### config.mk
export PLATFORM = sky130hd
export DESIGN_NAME = mac_tx_arbiter
export DESIGN_NICKNAME = d
export VERILOG_FILES = /design/src/rtl/mac_tx_arbiter.sv
export SDC_FILE = /design/constraint.sdc
export NUM_CORES = 1
export LEC_CHECK = 0
export CORE_MARGIN = 2
export CORE_UTILIZATION = 45
export CTS_BUF_LIST = sky130_fd_sc_hd__clkbuf_16
export DETAILED_ROUTE_END_ITERATION = 6
export PLACE_DENSITY = 0.7
export REMOVE_ABC_BUFFERS = 1
export SYNTH_ARGS = -nofsm -noshare
export SYNTH_HDL_FRONTEND = slang
export SYNTH_SLANG_ARGS = --single-unit
### constraint.sdc
create_clock -name not_tx_clk -period 4.83 [get_ports not_tx_clk]
set_clock_uncertainty 0.1 [all_clocks]
set_input_delay 0.966 -clock not_tx_clk [delete_from_list [all_inputs] [get_ports not_tx_clk]]
set_output_delay 0.966 -clock not_tx_clk [all_outputs]
set_load 0.03 [all_outputs]
### src/rtl/mac_tx_arbiter.sv
// Round-robin per-frame arbiter sharing the MAC TX byte port between two sources.
// Request in IDLE -> dvld one cycle later; sources stall until mac_tx_ack, then stream one byte per cycle.
module mac_tx_arbiter #(
  parameter int IFG_CYCLES  = 12,
  parameter int ACK_TIMEOUT = 64,
  parameter int MAX_LEN     = 1518,
  parameter bit JUMBO_EN    = 1'b0,
  parameter bit NO_GEN_CRC  = 1'b0
) (
  input  logic        not_tx_clk,
  input  logic        reset,
  input  logic [1:0]  src_req,
  input  logic [15:0] src_data,
  input  logic [1:0]  src_last,
  output logic [1:0]  src_gnt,
  output logic [1:0]  src_rd,
  output logic [1:0]  src_abort,
  output logic [7:0]  mac_tx_data,
  output logic        mac_tx_dvld,
  input  logic        mac_tx_ack,
  output logic        conf_tx_en,
  output logic        conf_tx_jumbo_en,
  output logic        conf_tx_no_gen_crc,
  output logic [15:0] frm_cnt0,
  output logic [15:0] frm_cnt1,
  output logic        err
);

  typedef enum logic [2:0] {IDLE, WAIT_ACK, SEND, DONE, ABORT, GAP} state_t;

  localparam logic [7:0]  TO_LAST  = 8'(ACK_TIMEOUT - 1);
  localparam logic [7:0]  GAP_LAST = 8'(IFG_CYCLES - 1);
  localparam logic [13:0] LEN_LAST = 14'(MAX_LEN - 1);

  state_t      state;
  logic        rr_ptr;
  logic [13:0] byte_cnt;
  logic [7:0]  to_cnt;
  logic [7:0]  gap_cnt;
  logic        g;
  logic        pick;
  logic        cur_last;

  assign g        = src_gnt[1];
  assign cur_last = src_last[g];
  // rr_ptr holds the last winner, so a tie goes to the other source
  assign pick     = (&src_req) ? ~rr_ptr : src_req[1];

  always_comb begin
    case (src_gnt)
      2'b01:   mac_tx_data = src_data[7:0];
      2'b10:   mac_tx_data = src_data[15:8];
      default: mac_tx_data = 8'h00;
    endcase
  end

  always_comb begin
    src_rd = 2'b00;
    if (state == SEND || (state == WAIT_ACK && mac_tx_ack))
      src_rd = src_gnt;
  end

  always_ff @(posedge not_tx_clk or posedge reset) begin
    if (reset) begin
      conf_tx_en         <= 1'b0;
      conf_tx_jumbo_en   <= 1'b0;
      conf_tx_no_gen_crc <= 1'b0;
    end else begin
      conf_tx_en         <= 1'b1;
      conf_tx_jumbo_en   <= JUMBO_EN;
      conf_tx_no_gen_crc <= NO_GEN_CRC;
    end
  end

  always_ff @(posedge not_tx_clk or posedge reset) begin
    if (reset) begin
      state       <= IDLE;
      rr_ptr      <= 1'b1;
      src_gnt     <= 2'b00;
      src_abort   <= 2'b00;
      mac_tx_dvld <= 1'b0;
      err         <= 1'b0;
      frm_cnt0    <= 16'd0;
      frm_cnt1    <= 16'd0;
      byte_cnt    <= 14'd0;
      to_cnt      <= 8'd0;
      gap_cnt     <= 8'd0;
    end else begin
      src_abort <= 2'b00;
      err       <= 1'b0;
      case (state)
        IDLE: begin
          if (|src_req) begin
            src_gnt     <= pick ? 2'b10 : 2'b01;
            rr_ptr      <= pick;
            state       <= WAIT_ACK;
            mac_tx_dvld <= 1'b1;
            byte_cnt    <= 14'd0;
            to_cnt      <= 8'd0;
          end
        end
        WAIT_ACK: begin
          // ack takes priority over a timeout landing in the same cycle
          if (mac_tx_ack) begin
            byte_cnt <= 14'd1;
            if (cur_last) begin
              state       <= DONE;
              mac_tx_dvld <= 1'b0;
            end else begin
              state <= SEND;
            end
          end else if (to_cnt == TO_LAST) begin
            state       <= ABORT;
            mac_tx_dvld <= 1'b0;
            src_abort   <= src_gnt;
            err         <= 1'b1;
          end else begin
            to_cnt <= to_cnt + 8'd1;
          end
        end
        SEND: begin
          byte_cnt <= byte_cnt + 14'd1;
          if (cur_last) begin
            state       <= DONE;
            mac_tx_dvld <= 1'b0;
          end else if (byte_cnt == LEN_LAST) begin
            state       <= ABORT;
            mac_tx_dvld <= 1'b0;
            src_abort   <= src_gnt;
            err         <= 1'b1;
          end
        end
        DONE: begin
          if (g) frm_cnt1 <= frm_cnt1 + 16'd1;
          else   frm_cnt0 <= frm_cnt0 + 16'd1;
          src_gnt <= 2'b00;
          gap_cnt <= 8'd0;
          state   <= GAP;
        end
        ABORT: begin
          src_gnt <= 2'b00;
          gap_cnt <= 8'd0;
          state   <= GAP;
        end
        GAP: begin
          if (gap_cnt == GAP_LAST) state <= IDLE;
          else                     gap_cnt <= gap_cnt + 8'd1;
        end
        default: state <= IDLE;
      endcase
    end
  end

endmodule

# After elaboration in Yosys (flattened, before gate mapping)
# Index checks and enable logic that the tools add are counted.
[totals]
reg_bits = 73
inputBits = 23
output_inout_bits = 51
elab_cells = 100
[op_classes]
addsub = 5
order_cmp = 1
eq_ne = 19
mux = 42
bitwise_logic = 2
reduce_logical = 19
[ops]
columns = ["cell", "count"]
rows = [
  ["case mux 8 bit (2 select lines)", 3],
  ["case mux 14 bit (3 select lines)", 1],
  ["adder 16 x 1 -> 16 bit, second input constant", 2],
  ["2-to-1 mux 8 bit", 4],
  ["2-to-1 mux 14 bit", 2],
  ["2-to-1 mux 3 bit", 6],
  ["adder 8 x 1 -> 8 bit, second input constant", 2],
  ["case mux 3 bit (5 select lines)", 1],
  ["adder 14 x 1 -> 14 bit, second input constant", 1],
  ["equality test 14 x 11 -> 1 bit, second input constant", 1],
  ["2-to-1 mux 1 bit", 14],
  ["2-to-1 mux 2 bit", 7],
  ["!= test 2 bit, second input constant", 6],
  ["AND reduction 2 bit", 6],
  ["equality test 8 x 4 -> 1 bit, second input constant", 1],
  ["equality test 8 x 6 -> 1 bit, second input constant", 1],
  ["case mux 2 bit (2 select lines)", 2],
  ["AND reduction 4 bit", 2],
  ["equality test 3 x 2 -> 1 bit, second input constant", 2],
  ["equality test 3 bit, second input constant", 2],
  ["!= test 3 x 2 -> 1 bit, second input constant", 2],
  ["nonzero test 2 bit", 3],
  ["AND reduction 5 bit", 1],
  ["OR reduction 2 bit", 2],
  ["13 further kinds", 14],
]

# Longest topological paths before layout
[logic_depth]
depth_word = 5
depth_mapped = 7
mapped_depth_nobuf = 6

# Worst setup path before layout
# OpenSTA, ideal clock, no wires.
[synth_timing]
kind = "reg-to-output"
start = "register src_gnt[1]"
end = "output mac_tx_data[4]"
arrival_time_ns = 1.627
t_required_ns = 3.764
slack_ns = 2.137
path_stages_with_launch = 7
cell_sequence = "dfrtp_1 > buf_2 > inv_1 > ha_1 > clkbuf_1 > a22oi_1 > nor2_1"
[synth_via]
elab_chain_len = 2
elab_cells_between_ends = 3
[synth_lines]
columns = ["element", "line", "source"]
rows = [
  ["start, declared", "15", "output logic [1:0] src_gnt,"],
  ["start signal, assigned", "94", "src_gnt <= pick ? 2'b10 : 2'b01;"],
  ["equality test 2 bit / equality test 2 x 1 -> 1 bit (equally long branches)", "50", "case (src_gnt)"],
  ["case mux 8 bit (2 select lines) (*)", "50", ""],
  ["end, declared", "18", "output logic [7:0] mac_tx_data,"],
]
# Every way passes the cells marked *; elsewhere a longest branch is shown, timed or not.

# Final worst setup path
[layout_timing]
start = "input mac_tx_ack"
end = "output src_rd[1]"
[layout_via]
elab_chain_len = 3
[layout_lines]
columns = ["element", "line", "source"]
rows = [
  ["start, declared", "20", "input logic mac_tx_ack,"],
  ["logical AND 1 bit", "59", "if (state == SEND || (state == WAIT_ACK && mac_tx_ack))"],
  ["logical OR 1 bit", "59", ""],
  ["2-to-1 mux 2 bit", "59", ""],
  ["end, declared", "16", "output logic [1:0] src_rd,"],
]
# No other way between the ends.

==> flow_metrics.tcl <==
set metrics [dict create \
    area_growth_pct 26.7 \
    yosys-top-cells-area "dfrtp_1, xnor2_1, nand2_1, xor2_1, nor2_1" \
    routedWlPerCell_um 14.9 \
    status "complete, no violations" \
    start_kind "input pin" \
    rows 34 \
    dr.first_iter.drc_count 183 \
    fill_cells 752 \
    report.power.total_uw 2290 \
    drt_pass1_iterations 4 \
    post_route_cells_drive_above_1_share_pct 6.20 \
    ys.flop_type "dfrtp_1" \
    synth.avg_cell_area_um2 9.68 \
    met1_length_um 4080 \
    hp-class "reg -> reg" \
    post_cts_buffers 0 \
    vias 3308 \
    cts_tree "done" \
    routed_wl_um 8810 \
    highest_layer "met4" \
    place_hpwl_um 6310 \
    clk_pin_slew_ns 0.06 \
    final_cell_mix "dfrtp_1, clkdlybuf4s50_1, nand2_1, nor2_1, xnor2_1" \
    synthSimpleGateAreaFrac_pct 23.1 \
    hold_viol_final 0 \
    cts-buffers-inserted 9 \
    crit_arrival_ns 2.83 \
    synthAdderAreaFrac_pct 2.51 \
    p_sw_uw 899 \
    final-setup-viol-count 0 \
    cts_num_sinks 73 \
    tightest_slew_ns 0.751 \
    io_buffers 71 \
    synthCells 412 \
    max_freq_mhz 256 \
    vdd.ir_drop.worst_mv 0.263 \
    max_slew_margin_pct 49.8 \
    multi_input_area_um2 2020 \
    synth_top_family_by_area "simple AND/OR/NAND/NOR gates" \
    power_density_nw_per_um2 454 \
    ys_types 68 \
    synth_xor_area_share_pct 8.12 \
    gp_congestion 0.815 \
    coreArea_um2 8680 \
    ios 74 \
    synth_edf_count 0 \
    synth_mux_area_share_pct 2.85 \
    yosys_warnings 0 \
    final_nets 510 \
    drv_cap 0 \
    htreeDepth 3 \
    die_area_um2 9630 \
    grt_pass1_vias 3197 \
    dp_slack_ns 0.894 \
    gr-total-overflow 0 \
    grt_pass1_wl_um 15100 \
    ys_ff_latch 73 \
    insertion_delay_ns 0.33 \
    die_w_um 98.2 \
    cellLeakagePower_uw 0.00216 \
    p_comb_share_pct 38.6 \
    synth_compound_area_share_pct 13.6 \
    vias_per_cell 5.59 \
    cp-end-kind "output port" \
    wl_met2_um 4280 \
    cts-root-buf "clkbuf_16" \
    fin_crit_ns 3.90 \
    wl_met3_um 388 \
    synth.top_cell.area_share_pct 45.2 \
    cts_hold_buf 0 \
    fin_tns_setup_ns 0 \
    grtUsageTotal_pct 18.9 \
    path_max_fanout 5 \
    synth_seq_area_share_pct 45.8 \
    seq_power_share_pct 35.0 \
    path_class "in -> out" \
    synth.cell_area_um2 3990 \
    die_y_um 98.2 \
    post_cts_resized 0 \
    grt_max_degree 36 \
    ys_async_sr_fraction_pct 100 \
    grt_setup_unrepaired "false" \
    layout_setup_ws_ns 0.930 \
    crit_required_ns 3.76 \
    yosys.area.top_type "dfrtp_1" \
    ant_nets 0 \
    antenna_cells 0 \
    drc 0 \
    clkPwrFrac_pct 26.3 \
    final_common_cell "dfrtp_1" \
    start_util_pct 46.0 \
    swShare_pct 39.2 \
    ff_latch_area_um2 1830 \
    placed_area_um2 4780 \
    period_share_pct 80.7 \
    finalMaxSlewViolations 0 \
    clk_path_buf_depth 2 \
    p_int_uw 1390 \
    final_area_um2 5050 \
    antenna_found_initial 0 \
]
==> per-stage QoR <==
step	instances	hold slack, ns	utilization [%]
finish	592	0.366	58.2
global route	592	0.399	58.2
CTS	592	0.369	58.2
detailed placement	576	0.360	55.1
global placement	576	0.356	55.1
floorplan	392	0.365	-
==> Yosys cell counts, types with 10 or more instances <==
| library cell | n |
|---|---|
| nor2_1 | 30 |
| and2_1 | 11 |
| clkbuf_1 | 11 |
| nand2_1 | 41 |
| xor2_1 | 16 |
| dfrtp_1 | 72 |
| xnor2_1 | 21 |
| inv_1 | 14 |
| nand3_1 | 17 |
| a21oi_1 | 14 |
| nand4_1 | 11 |
| nor3_1 | 10 |
==> cells by family after synthesis <==
logic type | after synthesis
AND/OR/NAND/NOR | 168
AO/OA/AOI/OAI | 78
flip-flops | 73
XOR/XNOR | 37
buffers and inverters | 35
multiplexers | 11
adder cells (fa/ha/maj) | 8
other | 2
==> critical path: stages <==
cell	delay [ns]
clkdlybuf4s50_1	0.62
nand3b_1	0.17
a21oi_1	0.25
and2_1	0.15
clkdlybuf4s50_1	0.66
==> worst paths after layout <==
kind | slack, ns | start | depth (start not counted) | to
max | 0.93 | mac_tx_ack | 5 | src_rd[1]
min | 0.37 | frm_cnt1[15] | 1 | frm_cnt1[15]
max reg2reg | 2.40 | state[1] | 4 | byte_cnt[0]
max in group asynchronous | 2.56 | reset | 4 | byte_cnt[13]
min in group asynchronous | 0.99 | reset | 2 | frm_cnt0[15]
min reg2reg | 0.37 | frm_cnt1[15] | 1 | frm_cnt1[15]
==> power groups by stage <==
stage               sequential, uW  combinational [uW]  clock, uW
floorplan                      872                 511          0
global placement               811                 864          0
detailed placement             813                 884          0
CTS                            803                 886        620
global route                   820                 983        646
finish                         803                 885        604
==> sequential cells by signal, indices dropped and copies added, names as in the netlist <==
| register | flops |
|---|---|
| frm_cnt0 | 16 |
| rr_ptr | 1 |
| mac_tx_dvld | 1 |
| state | 3 |
| gap_cnt | 8 |
| byte_cnt | 14 |
| to_cnt | 8 |
| conf_tx_en | 1 |
| frm_cnt1 | 16 |
| src_abort | 2 |
| err | 1 |
| src_gnt | 2 |
==> area by class of cell <==
type	instances	area share, %
clock buffers	9	4.46
clock inverters	7	0.941
inverters	14	1.04
multi-input cells	305	39.9
flip-flops and latches	73	36.2
well taps	108	2.67
repair buffers	76	14.8
==> routing by layer <==
layer	vias to the layer above	GRT usage [%]
met2	89	31.2
met4	0	5.27
met5	-	0
li1	1607	-
met3	6	3.79
met1	1606	25.4
Note: power is estimated with default switching activity, not from simulation.
